===== config.mk =====
export PLATFORM = sky130hd
export DESIGN_NAME = csa8_sub_pipe_flat
export DESIGN_NICKNAME = d
export VERILOG_FILES = /design/src/rtl/csa_sub_pkg.sv /design/src/rtl/csa8_sub_pipe_if.sv /design/src/rtl/sub4_slice.sv /design/src/rtl/csa8_sub_pipe.sv /design/src/flat_wrapper.sv
export SDC_FILE = /design/constraint.sdc
export NUM_CORES = 1
export LEC_CHECK = 0
export BUFFER_PORTS_ARGS = -buffer_cell sky130_fd_sc_hd__buf_4
export CAP_MARGIN = 20
export CORE_AREA = 2 2 58 60
export DETAILED_ROUTE_END_ITERATION = 10
export DIE_AREA = 0 0 60 62
export PLACE_DENSITY = 0.73
export SLEW_MARGIN = 15
export SYNTH_ARGS = -nofsm -noshare
export SYNTH_HDL_FRONTEND = slang
export SYNTH_SLANG_ARGS = --single-unit

===== constraint.sdc =====
create_clock -name clk -period 1.7 [get_ports clk]
set_clock_uncertainty 0.15 [all_clocks]
set_input_delay 0 -clock clk [delete_from_list [all_inputs] [get_ports clk]]
set_output_delay 0 -clock clk [all_outputs]
set_load 0.02 [all_outputs]

===== src/rtl/csa_sub_pkg.sv =====
// Shared types and constants for the csa8_sub_pipe borrow-select subtractor.
// HALF sets the slice width; keep the top's WIDTH at 2*HALF.
package csa_sub_pkg;
  localparam int WIDTH_DFLT = 8;
  localparam int HALF       = WIDTH_DFLT / 2;

  typedef struct packed {
    logic [HALF-1:0] dl;
    logic            bl;
    logic [HALF-1:0] du0;
    logic            bu0;
    logic [HALF-1:0] du1;
    logic            bu1;
    logic            amsb;
    logic            bmsb;
  } s1_t;
endpackage


===== src/rtl/csa8_sub_pipe_if.sv =====
// Operand/result handshake bundle for csa8_sub_pipe.
// The block attaches through slave; the producer/consumer side uses master.
interface csa8_sub_pipe_if #(parameter int WIDTH = 8);
  logic             in_valid;
  logic             in_ready;
  logic [WIDTH-1:0] A;
  logic [WIDTH-1:0] B;
  logic             Bin;
  logic             out_valid;
  logic             out_ready;
  logic [WIDTH-1:0] D;
  logic             Bout;
  logic             Ovf;

  modport slave (
    input  in_valid, A, B, Bin, out_ready,
    output in_ready, out_valid, D, Bout, Ovf
  );

  modport master (
    output in_valid, A, B, Bin, out_ready,
    input  in_ready, out_valid, D, Bout, Ovf
  );
endinterface


===== src/rtl/sub4_slice.sv =====
// Ripple-borrow subtractor slice: d = a - b - bin, bout = borrow out of the MSB.
module sub4_slice #(parameter int W = 4) (
  input  logic [W-1:0] a,
  input  logic [W-1:0] b,
  input  logic         bin,
  output logic [W-1:0] d,
  output logic         bout
);
  logic [W:0] br;

  always_comb begin
    br    = '0;
    d     = '0;
    br[0] = bin;
    for (int i = 0; i < W; i++) begin
      d[i]    = a[i] ^ b[i] ^ br[i];
      br[i+1] = (~a[i] & b[i]) | (~(a[i] ^ b[i]) & br[i]);
    end
    bout = br[W];
  end
endmodule


===== src/rtl/csa8_sub_pipe.sv =====
// Two-stage borrow-select subtractor D = A - B - Bin with valid/ready on both sides.
// Define CSA_SUB_SAT_EN to clamp D to the signed range when Ovf is set.
module csa8_sub_pipe #(
  parameter int WIDTH = csa_sub_pkg::WIDTH_DFLT
) (
  input  logic          clk,
  input  logic          rst_n,
  csa8_sub_pipe_if.slave bus
);
  import csa_sub_pkg::*;

  localparam int MSB = WIDTH - 1;

  s1_t              s1_q;
  s1_t              s1_d;
  logic             s1_valid;
  logic             out_valid_q;
  logic [WIDTH-1:0] d_q;
  logic             bout_q;
  logic             ovf_q;

  logic             s2_load;
  logic             in_ready;

  logic [HALF-1:0]  dl, du0, du1;
  logic             bl, bu0, bu1;

  logic [HALF-1:0]  up_sel;
  logic             bout_sel;
  logic             ovf_sel;
  logic [WIDTH-1:0] dwrap;
  logic [WIDTH-1:0] d_sel;

  assign s2_load  = !out_valid_q || bus.out_ready;
  assign in_ready = !s1_valid || s2_load;

  sub4_slice #(.W(HALF)) u_lo (
    .a(bus.A[HALF-1:0]), .b(bus.B[HALF-1:0]), .bin(bus.Bin), .d(dl), .bout(bl)
  );
  // Both upper candidates are computed up front so stage 2 only needs a mux.
  sub4_slice #(.W(HALF)) u_hi0 (
    .a(bus.A[WIDTH-1:HALF]), .b(bus.B[WIDTH-1:HALF]), .bin(1'b0), .d(du0), .bout(bu0)
  );
  sub4_slice #(.W(HALF)) u_hi1 (
    .a(bus.A[WIDTH-1:HALF]), .b(bus.B[WIDTH-1:HALF]), .bin(1'b1), .d(du1), .bout(bu1)
  );

  always_comb begin
    s1_d      = '0;
    s1_d.dl   = dl;
    s1_d.bl   = bl;
    s1_d.du0  = du0;
    s1_d.bu0  = bu0;
    s1_d.du1  = du1;
    s1_d.bu1  = bu1;
    s1_d.amsb = bus.A[MSB];
    s1_d.bmsb = bus.B[MSB];
  end

  always_comb begin
    up_sel   = s1_q.bl ? s1_q.du1 : s1_q.du0;
    bout_sel = s1_q.bl ? s1_q.bu1 : s1_q.bu0;
    dwrap    = {up_sel, s1_q.dl};
    ovf_sel  = (s1_q.amsb != s1_q.bmsb) && (dwrap[MSB] != s1_q.amsb);
    d_sel    = dwrap;
`ifdef CSA_SUB_SAT_EN
    if (ovf_sel) begin
      d_sel = s1_q.amsb ? {1'b1, {(WIDTH-1){1'b0}}} : {1'b0, {(WIDTH-1){1'b1}}};
    end
`endif
  end

  always_ff @(posedge clk) begin
    if (!rst_n) begin
      s1_valid    <= 1'b0;
      s1_q        <= '0;
      out_valid_q <= 1'b0;
      d_q         <= '0;
      bout_q      <= 1'b0;
      ovf_q       <= 1'b0;
    end else begin
      if (s2_load) begin
        out_valid_q <= s1_valid;
        if (s1_valid) begin
          d_q    <= d_sel;
          bout_q <= bout_sel;
          ovf_q  <= ovf_sel;
        end
      end
      if (in_ready) begin
        s1_valid <= bus.in_valid;
        if (bus.in_valid) begin
          s1_q <= s1_d;
        end
      end
    end
  end

  assign bus.in_ready  = in_ready;
  assign bus.out_valid = out_valid_q;
  assign bus.D         = d_q;
  assign bus.Bout      = bout_q;
  assign bus.Ovf       = ovf_q;
endmodule


===== src/flat_wrapper.sv =====
// flat-port wrapper written by rule: the top's interface ports become plain ports
module csa8_sub_pipe_flat import csa_sub_pkg::*;
#(
  parameter int WIDTH = csa_sub_pkg::WIDTH_DFLT
)
  (clk, rst_n, bus_in_valid, bus_A, bus_B, bus_Bin, bus_out_ready, bus_in_ready, bus_out_valid, bus_D, bus_Bout, bus_Ovf);
  csa8_sub_pipe_if #(.WIDTH(WIDTH)) bus_i ();
  input  logic clk;
  input  logic rst_n;
  input wire logic [$bits(bus_i.in_valid)-1:0] bus_in_valid;
  input wire logic [$bits(bus_i.A)-1:0] bus_A;
  input wire logic [$bits(bus_i.B)-1:0] bus_B;
  input wire logic [$bits(bus_i.Bin)-1:0] bus_Bin;
  input wire logic [$bits(bus_i.out_ready)-1:0] bus_out_ready;
  output wire logic [$bits(bus_i.in_ready)-1:0] bus_in_ready;
  output wire logic [$bits(bus_i.out_valid)-1:0] bus_out_valid;
  output wire logic [$bits(bus_i.D)-1:0] bus_D;
  output wire logic [$bits(bus_i.Bout)-1:0] bus_Bout;
  output wire logic [$bits(bus_i.Ovf)-1:0] bus_Ovf;
  assign bus_i.in_valid = bus_in_valid;
  assign bus_i.A = bus_A;
  assign bus_i.B = bus_B;
  assign bus_i.Bin = bus_Bin;
  assign bus_i.out_ready = bus_out_ready;
  assign bus_in_ready = bus_i.in_ready;
  assign bus_out_valid = bus_i.out_valid;
  assign bus_D = bus_i.D;
  assign bus_Bout = bus_i.Bout;
  assign bus_Ovf = bus_i.Ovf;
  csa8_sub_pipe #(.WIDTH(WIDTH)) u_core (.clk(clk), .rst_n(rst_n), .bus(bus_i));
endmodule

### Yosys cells after proc, flatten, opt, wreduce, memory -nomap -nowiden

Index checks and enable logic that the tools add are counted.

* bits in registers: 29
* input port bits: 21
* output and inout port bits: 12
* word-level logic and storage cells: 87

* equal/unequal tests: 2
* multiplexer cells: 2
* bitwise logic cells: 63
* reduce and logical (&&, ||, !) cells: 7

Operators with widths (number)
* $and A1 B1 Y1: 18
* $xor A1 B1 Y1: 18
* $not A1 Y1: 16
* $or A1 B1 Y1: 11
* $mux W4: 1
* $reduce_and A2 Y1: 2
* $logic_not A1 Y1: 2
* $logic_or A1 B1 Y1: 2
* $ne A1 B1 Y1: 2
* $logic_and A1 B1 Y1: 1
* $mux W1: 1

### Longest topological paths before layout

Gate-level depths: netlist (run 1).

* word-level depth: 10
* depth in mapped cells: 9
* mapped depth without buffers: 9

### Cells and area by module

From an unflattened synthesis (run 1), not the netlist that was laid out.

* cells, all modules: 176
* area total of the unflattened synthesis: 1610.3 um2

By module, submodules not included
* csa8_sub_pipe: times used 1, cells an instance 134, area an instance 1257.5 um2, sequential area each 580.6 um2
* sub4_slice: times used 3, cells an instance 14, area an instance 117.6 um2, sequential area each 0.0 um2

### Worst setup path after synthesis (run 1)

OpenSTA, ideal clock, no wires.

* kind: input to register
* from: in bus_Bin
* to: reg u_core.s1_q, in the netlist u_core.d_sel[3]
* setup time: 0.132 ns
* data arrival time: 1.562 ns
* required time: 1.418 ns
* path slack: -0.145 ns
* stages: 9
* path buffers: 0
* cells stage by stage: inv_1 -> fa_1 -> inv_1 -> fa_1 -> fa_1 -> inv_1 -> fa_1 -> nand3_1 -> a21oi_1

* cells in the longest elaborated chain, start to end: 7

Ends and longest elaborated chain
* from (decl): line flat_wrapper.sv:13 `input wire logic [$bits(bus_i.Bin)-1:0] bus_Bin;`
* $and A1 B1 Y1: line sub4_slice.sv:17 `br[i+1] = (~a[i] & b[i]) | (~(a[i] ^ b[i]) & br[i]);`
* $or A1 B1 Y1: line sub4_slice.sv:17
* $and A1 B1 Y1: line sub4_slice.sv:17
* $or A1 B1 Y1: line sub4_slice.sv:17
* $and A1 B1 Y1: line sub4_slice.sv:17
* $or A1 B1 Y1: line sub4_slice.sv:17
* $xor A1 B1 Y1: line sub4_slice.sv:16 `d[i] = a[i] ^ b[i] ^ br[i];`
* net u_core.dl[3]: line csa8_sub_pipe.sv:25 `logic [HALF-1:0] dl, du0, du1;`
* to (signal assigned): line csa8_sub_pipe.sv:76 `s1_q <= '0;`
* to (signal assigned): line csa8_sub_pipe.sv:93 `s1_q <= s1_d;`
* to (decl): line csa8_sub_pipe.sv:14 `s1_t s1_q;`

The timed path passes the listed nets, and every way through them passes these cells.
A chain may end at the register's enable or synchronous reset.

### Worst setup path in the final report (run 1)

Ends and elaborated chain as after synthesis.

==> results.toml, run 1 <==
[die]
initial_core_util_pct = 44.0
die_width_um = 60
die_area_um2 = 3720
core_um2 = 3180
die_h_um = 62
ios = 33
rows = 21

[grt]
antenna_found_initial = 0
grt_pass1_vias = 1166
grt_pass1_wl_mm = 4.91
track_usage_pct = 18.2
grt.overflow.total = 0
grt_max_degree = 29

[final_layout]
finalCoreUtilization_pct = 58.9
fill_cells = 281
antenna_cells = 0
fin_cells = 238
syn_to_final_growth_pct = 33.8
drive_gt1_share_pct = 28.6
final_nets = 225
multi_input_area_um2 = 723
seqCellArea_um2 = 581

[sta]
grt_setup_unrepaired = "no"
fmax_ghz = 0.613
slew_headroom_pct = 67.3
finalHoldViolCount = 1
setup_viol = 0
worst_pin_slew_ns = 0.490
slew_violations = 0
min_period_ns = 1.63
timing.final.crit_share_pct = 95.9
layout_setup_ws_ns = 0.0698
hold_ws_ns = -0.0782

[synth]
ys_async_sr_fraction_pct = 0
synth_top_area_share_pct = 41.5
yosysTopAreaCell = "dfxtp_1"
synth_edf_count = 0
syn_nets = 180
syn_inst = 147
synthMostInstantiatedCell = "dfxtp_1"
syn-cell-area_um2 = 1400
synthFlopType = "dfxtp_1"
netlist_top_cells_area = "dfxtp_1 41%, fa_1 14%, a21oi_1 10%"
synth_seq_area_share_pct = 41.5
yosys-top-cells-count = "29 x dfxtp_1, 28 x a21oi_1, 17 x inv_1"
avgSynthCellArea_um2 = 9.52
yosys_warnings = 0
yosysUniqueCellTypes = 23
ys_ff_latch = 29

[placement]
globalplace.congestion = 0.767
portBuffers = 32
dp_hpwl_mm = 2.08
place_ws_ns = -0.273
dp_cells = 218

[power]
power.internal_mw = 1.09
power_mw = 1.50
pwr-share-comb_pct = 21.4
powerDensity_nw_per_um2 = 798
p_seq_share_pct = 50.5
p_clk_share_pct = 28.1
switching_power_mw = 0.409
peakVddDrop_v = 0.000371
netSwitchingFraction_pct = 27.3
p_leak_nw = 0.788

[clock_network]
htreeDepth = 2
clock_path_buffers = 2
cts_hold_buf = 14
cts_sinks = 29
clk_pin_slew_ns = 0.09
cts_tree = "yes"
cts_buffers = 5
insertion_delay_ns = 0.32
cts_setup_buffers = 0
root_buffer = "clkbuf_4"

[detailed_routing]
detail-route-antenna-nets = 0
drt_pass1_iterations = 4
vias = 1216
viasPerCell = 5.11
totalWireLength_mm = 2.92
drc = 0
drt_iter0_markers = 62
avgRoutedWirePerCell_um = 12.3

[worst_setup_path]
critPathKind = "in2reg"
critPathArrivalTime_ns = 1.68
critPathLaunchType = "primary input"
crit_required_ns = 1.75
end_kind = "flop"
cpPeakStageDelay_ns = 0.42
crit_buf_inv = 4
crit_slowest_cell = "fa_1"
cp_top_family = "adder cells"
cp_max_fo = 1
path_cells = "buf_4 > inv_1 > fa_1 > inv_1 > fa_2 > fa_2 > inv_2 > fa_1 > nand3_2 > a21oi_1"

[outcome]
violations = "hold timing"
status = "complete, but fails checks"

[flow_run]
maxCapViolCount = 0

[worst_hold_path]
hp-class = "in2reg"
==> layout make-up <==
type	instances	share of cell area [%]
multi-input combinational	90	38.6
sequential	29	31.0
timing repair buffer	47	20.6
inverter	19	3.81
tap	46	3.07
clock buffer	7	2.94
==> final timing paths <==
kind / start / end / slack, ns / cells past startpoint
max reg2reg: u_core.bus.out_valid$_SDFFE_PN0P_ / u_core.s1_q[2]$_SDFFE_PN0P_ / 0.21 / 4
max: bus_Bin / u_core.d_sel[3]$_SDFFE_PN0P_ / 0.07 / 10
min reg2reg: u_core.d_sel[0]$_SDFFE_PN0P_ / u_core.bus.D[0]$_SDFFE_PN0P_ / 0.32 / 2
min: bus_B[1] / u_core.d_sel[1]$_SDFFE_PN0P_ / -0.08 / 3
==> placed cells by master (no fill, tap or decap), types with 2 or more instances in the layout <==
cell	instances
o21ai_0	11
mux2i_1	5
a211oi_1	13
nand3_1	10
a21oi_1	28
inv_1	14
clkbuf_4	5
fa_1	4
ha_1	2
buf_4	34
dfxtp_1	29
dlygate4sd3_1	13
inv_2	5
fa_2	6
==> logic make-up (layout without fill, tap and decap cells) <==
kind of cell | after synthesis | in the layout | synth area share, %
AOI/OAI and AO/OA | 55 | 55 | 22.8
adders and majority gates | 12 | 12 | 16.1
buffers and inverters | 28 | 73 | 8.76
DFF | 29 | 29 | 41.5
muxes | 5 | 5 | 3.57
and+or+nand+nor | 18 | 18 | 7.33
==> tightest hold or removal path: cells and delay by family <==
kind / cells / cell delay (ns)
adders and majority gates: 1 / 0.20
buffers and inverters: 1 / 0.09
AOI/OAI and AO/OA: 1 / 0.06
==> timing repair <==
item | CTS | global route
endpoints found under the setup margin | 0 | 4
hold endpoints to repair | 23 | 1
gates resized for setup | 0 | 5
==> registers in the layout (all words and copies together), names as in the netlist <==
name,flops
u_core.s1_q,13
u_core.bus.D,8
u_core.d_sel,4
u_core.bus.Bout,1
u_core.bus.Ovf,1
u_core.bus.out_valid,1
u_core.s1_valid,1
==> per-stage QoR <==
stage / instance area, um2 / setup TNS, ns
final: 1870 / 0
after global routing: 1870 / 0
after CTS: 1870 / 0
after detailed placement: 1670 / -0.868
after global placement: 1670 / -0.747
after floorplan: 1410 / -0.127
==> routing by layer <==
metal / vias up / wire (um) / GRT usage [%]
li1: 601 / - / -
met1: 570 / 1190 / 19.3
met2: 38 / 1480 / 31.2
met3: 7 / 183 / 8.28
met4: 0 / 70 / 7.94
met5: - / 0 / 0
==> power groups by stage <==
stage	logic (mW)	clock network [mW]	registers, mW
finish	0.320	0.420	0.755
global route	0.360	0.456	0.762
CTS	0.320	0.423	0.755
detailed placement	0.280	0	0.771
global placement	0.273	0	0.769
floorplan	0.158	0	0.784
(Power assumes the default switching activity.)
==> run 2, diff against run 1 <==
--- a/config.mk
+++ b/config.mk
@@ -7,10 +7,11 @@
 export LEC_CHECK = 0
 export BUFFER_PORTS_ARGS = -buffer_cell sky130_fd_sc_hd__buf_4
 export CAP_MARGIN = 20
-export CORE_AREA = 2 2 58 60
+export CORE_AREA = 2 2 57 59
+export CTS_BUF_LIST = sky130_fd_sc_hd__clkbuf_8
 export DETAILED_ROUTE_END_ITERATION = 10
-export DIE_AREA = 0 0 60 62
-export PLACE_DENSITY = 0.73
+export DIE_AREA = 0 0 59 61
+export PLACE_DENSITY = 0.75
 export SLEW_MARGIN = 15
 export SYNTH_ARGS = -nofsm -noshare
 export SYNTH_HDL_FRONTEND = slang
==> run 2 against run 1 <==
Effect of this change: the flow still finishes with violations (hold timing); power rose by 12%; cell area about the same; via count is essentially flat; critical path depth down 3; count of clock-buffer cells in the layout unchanged; register-to-register slack gained 0.04 ns; setup slack got worse by 0.047 ns; combinational power down 3%; final cell count is 6.3% lower; global-route usage is 0.67 points higher; first-iteration DRC count shrank 32%; clock power up 45%; critical path type unchanged; critical endpoint is now u_core.d_sel[1]$_SDFFE_PN0P_; highest routed layer unchanged.
==> results.toml, run 2 (same netlist as run 1, synthesis figures left out) <==
[outcome]
status = "complete, but fails checks"
violations = "hold timing"

[placement]
globalplace.congestion = 0.787
dp_hpwl_mm = 2.13
portBuffers = 32
place_ws_ns = -0.270

[sta]
slew_violations = 0
hold_ws_ns = -0.0177
worst_pin_slew_ns = 0.468
layout_setup_ws_ns = 0.0232
grt_setup_unrepaired = "yes"
timing.final.crit_share_pct = 98.6
setup_viol = 0
fmax_ghz = 0.596
finalHoldViolCount = 2
min_period_ns = 1.68
slew_headroom_pct = 68.8
fin_setup_tns_ns = 0

[die]
initial_core_util_pct = 47.4
rows = 20
die_width_um = 59
core_um2 = 2950
die_h_um = 61
die_area_um2 = 3600
ios = 33

[clock_network]
cts_sinks = 29
root_buffer = "clkbuf_8"
cts_setup_buffers = 0
insertion_delay_ns = 0.27
htreeDepth = 2
clock_path_buffers = 2
cts_tree = "yes"
clk_pin_slew_ns = 0.06
cts_buffers = 5

[detailed_routing]
drt_pass1_iterations = 4
drt_iter0_markers = 42
drc = 0
vias = 1215
detail-route-antenna-nets = 0
avgRoutedWirePerCell_um = 13.3
viasPerCell = 5.45
totalWireLength_mm = 2.96

[grt]
grt_pass1_wl_mm = 5.01
top_usage_layer = "met2"
use_met2_pct = 32.7
grt_max_degree = 29
grt_pass1_vias = 1155
grt.overflow.total = 0
use_met1_pct = 21.4
grt_use_met3_pct = 7.46
track_usage_pct = 18.8
antenna_found_initial = 0

[final_layout]
fill_cells = 262
final_cell_mix = "33 x buf_4, 29 x dfxtp_1, 28 x a21oi_1"
multi_input_area_um2 = 718
syn_to_final_growth_pct = 33.9
seqCellArea_um2 = 581
largest_reg_flops = 13
final_nets = 222
final_common_cell = "buf_4"
largest_register = "u_core.s1_q"
drive_gt1_share_pct = 31.6
antenna_cells = 0

[flow_run]
maxCapViolCount = 0

[worst_hold_path]
hp-class = "in2reg"

[worst_setup_path]
critPathLaunchType = "primary input"
end_kind = "flop"
cp_max_fo = 1
critPathKind = "in2reg"
crit_required_ns = 1.74
critPathArrivalTime_ns = 1.72

[power]
peakVddDrop_v = 0.000424
p_leak_nw = 0.800
power_mw = 1.68
powerDensity_nw_per_um2 = 895
==> run 2: cell count changes in the layout (fill, tap and decap cells not counted), moves of 3 or more <==
cell / before / now
dlygate4sd3_1: 13 / 9
inv_2: 5 / 8
inv_1: 14 / 11
clkbuf_4: 5 / 0
clkbuf_8: 1 / 7
==> run 2: final timing paths <==
kind                                                         from                            to  slack, ns  depth (start not counted)
worst max-delay path                                      bus_Bin  u_core.d_sel[1]$_SDFFE_PN0P_       0.02                          7
worst min-delay path                                     bus_B[6]  u_core.s1_q[10]$_SDFFE_PN0P_      -0.02                          3
worst max register to register  u_core.bus.out_valid$_SDFFE_PN0P_   u_core.s1_q[4]$_SDFFE_PN0P_       0.25                          4
worst min register to register       u_core.d_sel[0]$_SDFFE_PN0P_  u_core.bus.D[0]$_SDFFE_PN0P_       0.32                          2
==> run 2: per-layer routing <==
metal | vias to the layer above | wire length (um) | share of wire, %
met5 | - | 0 | 0
met4 | 0 | 51 | 1.7
met3 | 7 | 160 | 5.4
met2 | 36 | 1460 | 49
met1 | 578 | 1290 | 43
li1 | 594 | - | -
==> run 2: where the power goes <==
| group | internal, mW | switching [mW] |
|---|---|---|
| clock network | 0.365 | 0.242 |
| registers | 0.731 | 0.0270 |
| logic | 0.156 | 0.157 |
==> run 2: cell type report <==
cell class	instances	area share [%]
multi-input combinational	90	38.3
clock inverter	1	0.267
timing repair buffer	44	19.3
sequential	29	31.0
tap	33	2.20
inverter	19	3.81
clock buffer	7	5.14
==> run 2: through the flow <==
step | area [um2] | cells | util (%)
final | 1870 | 223 | 63.5
after detailed placement | 1660 | 205 | 56.1
after global placement | 1660 | 205 | 56.1
after global routing | 1870 | 223 | 63.5
after floorplan | 1410 | 147 | -
after CTS | 1850 | 222 | 62.6
==> run 2: critical path, cell delays in order <==
cell and delay (ns):
buf_6 0.07, inv_2 0.03, fa_2 0.37, inv_2 0.06
fa_2 0.42, dlygate4sd3_1 0.58, a211oi_1 0.19
==> run 2: timing repair <==
item,CTS,global route
hold buffers,9,1
gates resized for setup,0,10
setup endpoints to repair,0,4
hold endpoints to repair,20,1
